$ cat src/rtl/nitta_to_spi_splitter.sv
// Splits a NITTA data word into SPI-sized chunks, MSB chunk first, advancing one
// chunk per rising edge of spi_ready and pulsing splitter_ready when the word is done.
module nitta_to_spi_splitter #(
  parameter int DATA_WIDTH     = 32,
  parameter int ATTR_WIDTH     = 0,
  parameter int SPI_DATA_WIDTH = 8
) (
  input  logic                      clk,
  input  logic                      rst,
  input  logic                      spi_ready,
  output logic [SPI_DATA_WIDTH-1:0] to_spi,
  output logic                      splitter_ready,
  input  logic [DATA_WIDTH-1:0]     from_nitta
);

  localparam int N     = DATA_WIDTH / SPI_DATA_WIDTH;
  localparam int CNT_W = (N > 1) ? $clog2(N) : 1;
  localparam logic [CNT_W-1:0] LAST_IDX = CNT_W'(N - 1);

  if ((ATTR_WIDTH != 0) || (DATA_WIDTH % SPI_DATA_WIDTH != 0)) begin : g_bad_cfg
    $error("nitta_to_spi_splitter: unsupported parameter combination");
  end

  logic [CNT_W-1:0]          r_idx;
  logic                      r_ready_d;
  logic                      w_rise;
  logic [CNT_W-1:0]          w_next_idx;
  logic [SPI_DATA_WIDTH-1:0] w_chunks [N];

  for (genvar k = 0; k < N; k++) begin : g_chunk
    assign w_chunks[k] = from_nitta[DATA_WIDTH-1-k*SPI_DATA_WIDTH -: SPI_DATA_WIDTH];
  end

  // Rise is gated by rst so nothing advances or pulses while reset is held.
  always_comb begin
    w_rise         = rst & spi_ready & ~r_ready_d;
    w_next_idx     = r_idx;
    splitter_ready = 1'b0;
    if (w_rise) begin
      w_next_idx     = (r_idx == LAST_IDX) ? '0 : r_idx + 1'b1;
      splitter_ready = (r_idx == LAST_IDX);
    end
    to_spi = w_chunks[w_next_idx];
  end

  always_ff @(posedge clk or negedge rst) begin
    if (!rst) begin
      r_idx     <= '0;
      r_ready_d <= 1'b0;
    end else begin
      r_idx     <= w_next_idx;
      r_ready_d <= spi_ready;
    end
  end

endmodule

$ cat config.mk
export PLATFORM = sky130hd
export DESIGN_NAME = nitta_to_spi_splitter
export DESIGN_NICKNAME = d
export VERILOG_FILES = /design/src/rtl/nitta_to_spi_splitter.sv
export SDC_FILE = /design/constraint.sdc
export NUM_CORES = 1
export LEC_CHECK = 0
export BUFFER_PORTS_ARGS = -buffer_cell sky130_fd_sc_hd__buf_2
export CAP_MARGIN = 20
export CELL_PAD_IN_SITES_DETAIL_PLACEMENT = 1
export CELL_PAD_IN_SITES_GLOBAL_PLACEMENT = 2
export CORE_AREA = 2 2 57 59
export DETAILED_ROUTE_END_ITERATION = 6
export DIE_AREA = 0 0 59 61
export PLACE_DENSITY = 0.77
export SETUP_SLACK_MARGIN = 0.1
export SLEW_MARGIN = 30
export SYNTH_ARGS = -nofsm -noshare
export SYNTH_HDL_FRONTEND = slang
export SYNTH_SLANG_ARGS = --single-unit
export TNS_END_PERCENT = 5
$ cat constraint.sdc
create_clock -name clk -period 1.8 [get_ports clk]
set_clock_uncertainty 0.1 [all_clocks]
set_input_delay 0.36 -clock clk [delete_from_list [all_inputs] [get_ports clk]]
set_output_delay 0.36 -clock clk [all_outputs]
set_load 0.02 [all_outputs]
==> flow_metrics.py <==
metrics = {
    "setup_path": {
        "r2r_setup_slack_ns": 0.44,
        "end_kind": "primary output",
        "worstPathArrival_ns": 1.81,
        "worst-path-buf-inv": 2,
        "cp_num_cells": 7,
        "cp_max_fo": 17,
        "r2r_cells": 5,
        "slowest_stage": "dfrtp_1",
        "path_class": "flop to primary output",
        "worst_setup_path_start_kind": "flop",
        "cp.required_ns": 1.34,
        "crit_chain": "ha_2, and4bb_1, o21ai_2, buf_12, mux2i_2, mux2i_2, buf_2",
        "crit_family": "flip-flops",
        "critPathMostFrequentCell": "mux2i_2",
        "slowest_delay_ns": 0.35,
    },
    "clocking": {
        "cts_buffer_depth": 2,
        "worstSkewPairLatency_ns": 0.23,
        "cts_made_buffers": 3,
        "cts_tree": "yes",
        "htreeDepth": 1,
        "path_clk_slew_ns": 0.04,
        "cts.sinks": 3,
        "post-cts-setup-buffers": 0,
        "cts_root_buf": "clkbuf_4",
    },
    "grt": {
        "grt_pass1_wl_mm": 2.01,
        "grt_max_degree": 18,
        "antenna_found_initial": 0,
        "grt_pass1_vias": 484,
        "grt_overflow": 0,
        "track_usage_pct": 7.72,
    },
    "timing": {
        "post-route-worst-setup-slack_ns": -0.473,
        "worst_hold_slack_ns": 0.179,
        "tightest_slew_ns": 0.172,
        "drv_slew": 0,
        "max_freq_mhz": 440,
        "hold_viol": 0,
        "period_needed_ns": 2.27,
        "setup_violations": 8,
        "grt_setup_unrepaired": "true",
        "finalCritPeriodShare_pct": 126,
        "slew_headroom_pct": 88.2,
    },
    "power_and_ir_drop": {
        "vdd_ir_drop_max_mv": 0.519,
        "seqPwrFrac_pct": 8.7,
        "comb_power_share_pct": 81.9,
        "swShare_pct": 43.5,
        "p_clk_share_pct": 9.3,
        "p_per_area_nw_per_um2": 1520,
        "power.internal_uw": 701,
        "power.switching_uw": 539,
        "p_leak_nw": 0.424,
    },
    "floorplanning": {
        "initial_core_util_pct": 14.7,
        "die_x_microns": 59,
        "fp.dieH_microns": 61,
        "io_pins": 44,
        "core_area_sq_um": 2950,
        "rows": 20,
        "die-area_sq_um": 3600,
    },
    "drt": {
        "drt_iter0_drc": 3,
        "drt_wl_total_mm": 1.37,
        "vias": 496,
        "viasPerCell": 3.97,
        "drc": 0,
        "drt-pass1-iter-count": 2,
        "wire_per_inst_microns": 11.0,
        "ant_nets": 0,
    },
    "layout": {
        "final_cell_count_no_fill": 125,
        "mostFrequentLayoutCell": "buf_2",
        "area_growth_pct": 88.7,
        "fin_util_pct": 27.7,
        "drive_gt1_share_pct": 71.7,
        "multi_input_area_sq_um": 362,
        "final-seq-area_sq_um": 75.1,
        "design_area_sq_um": 817,
        "nFillCells": 368,
        "nets": 129,
        "num_antenna_cells": 0,
        "final_cell_mix": "buf_2, mux2i_1, mux2i_2, buf_4",
    },
    "run_status": {
        "violations": "setup timing",
        "status": "finished with violations",
    },
    "hold_path": {
        "hp-class": "primary input to flop",
        "min_path_cells": 1,
    },
    "synth": {
        "syn-num-nets": 75,
        "ys_seq_area_share_pct": 17.3,
        "synth-compound-area-share_pct": 2.02,
        "synthSimpleGateAreaFrac_pct": 8.09,
        "ys_types": 13,
        "synth_top_family_by_area": "multiplexers",
        "synthMuxAreaShare_pct": 60.7,
        "synth-seq-cells": 3,
        "synth-xor-area-share_pct": 0,
        "synthCells": 39,
        "netlist_area_sq_um": 433,
        "ys_warn_count": 0,
        "syn_area_per_cell_sq_um": 11.1,
        "synthAdderAreaFrac_pct": 2.89,
    },
    "run": {
        "drv_cap": 0,
    },
    "placement": {
        "placed_area_sq_um": 761,
        "hpwl_mm": 1.17,
        "gp_congestion": 0.707,
        "place_inst": 119,
        "io_buffers": 43,
    },
}
## synth_stat cells
cell type	count	area share (%)
dfrtp_1	3	17
buf_12	1	4.6
and4bb_1	1	2.9
nor2_1	1	0.87
and2_1	1	1.4
o21ai_2	1	2.0
nand4b_1	1	2.0
mux2i_4	1	5.2
nand2_1	1	0.87
buf_6	1	2.6
ha_1	1	2.9
inv_1	2	1.7
mux2i_1	24	55
## routing by layer
metal	vias to the layer above	part of all wire (%)	track usage, %
li1	252	-	-
met1	221	34	7.72
met2	21	60	14.8
met3	2	4.7	0.640
met4	0	2.0	5.84
met5	-	0	0
## worst reg2reg max path: stages, from the launching register on
cell	delay, ns
dfrtp_1	0.35
ha_2	0.18
and4bb_1	0.21
o21ai_2	0.15
buf_12	0.19
inv_1	0.06
## worst paths after layout
kind                            from        end
min in group asynchronous        rst  r_ready_d
max                         r_idx[1]  to_spi[7]
max in group asynchronous        rst  r_ready_d
max reg2reg                 r_idx[1]   r_idx[0]
min                        spi_ready  r_ready_d
min reg2reg                 r_idx[1]   r_idx[1]
## power by group through the flow
stage / clock network [mW] / registers (mW) / logic, mW
after floorplan: 0 / 0.114 / 0.737
after global placement: 0 / 0.106 / 0.999
after detailed placement: 0 / 0.108 / 1.01
after CTS: 0.123 / 0.107 / 1.03
after global routing: 0.125 / 0.111 / 1.08
final: 0.116 / 0.108 / 1.02
## stage by stage
step / TNS [ns] / setup slack (ns) / power [mW]
after floorplan: -1.88 / -0.235 / 0.851
after global routing: -4.47 / -0.573 / 1.32
after CTS: -3.78 / -0.483 / 1.26
after detailed placement: -2.32 / -0.297 / 1.12
after global placement: -1.94 / -0.261 / 1.10
final: -3.69 / -0.473 / 1.24
## state kept, by name, indices dropped and copies added, names as in the netlist
| register | count |
|---|---|
| r_ready_d | 1 |
| r_idx | 2 |
## cell type report
type                       instances  area share [%]
clock buffer                       4            3.22
inverter                           2           0.919
multi-input combinational         32            44.3
sequential                         3            9.19
tap                               33            5.05
timing repair buffer              51            37.4
## kinds of logic (layout without fill, tap and decap cells)
group | after synthesis | in the layout
AND/OR/NAND/NOR | 5 | 5
multiplexers | 25 | 25
AO/OA/AOI/OAI | 1 | 1
adder cells (fa/ha/maj) | 1 | 1
flip-flops | 3 | 3
buffers and inverters | 4 | 57
## timing repair
action | in CTS | in global routing
hold endpoints to repair | 3 | 0
gates resized for setup | 1 | 2
endpoints found under the setup margin | 8 | 9
cloned | 0 | 0
hold buffers | 2 | 0
No activity file was read; power rests on OpenSTA's default activity.
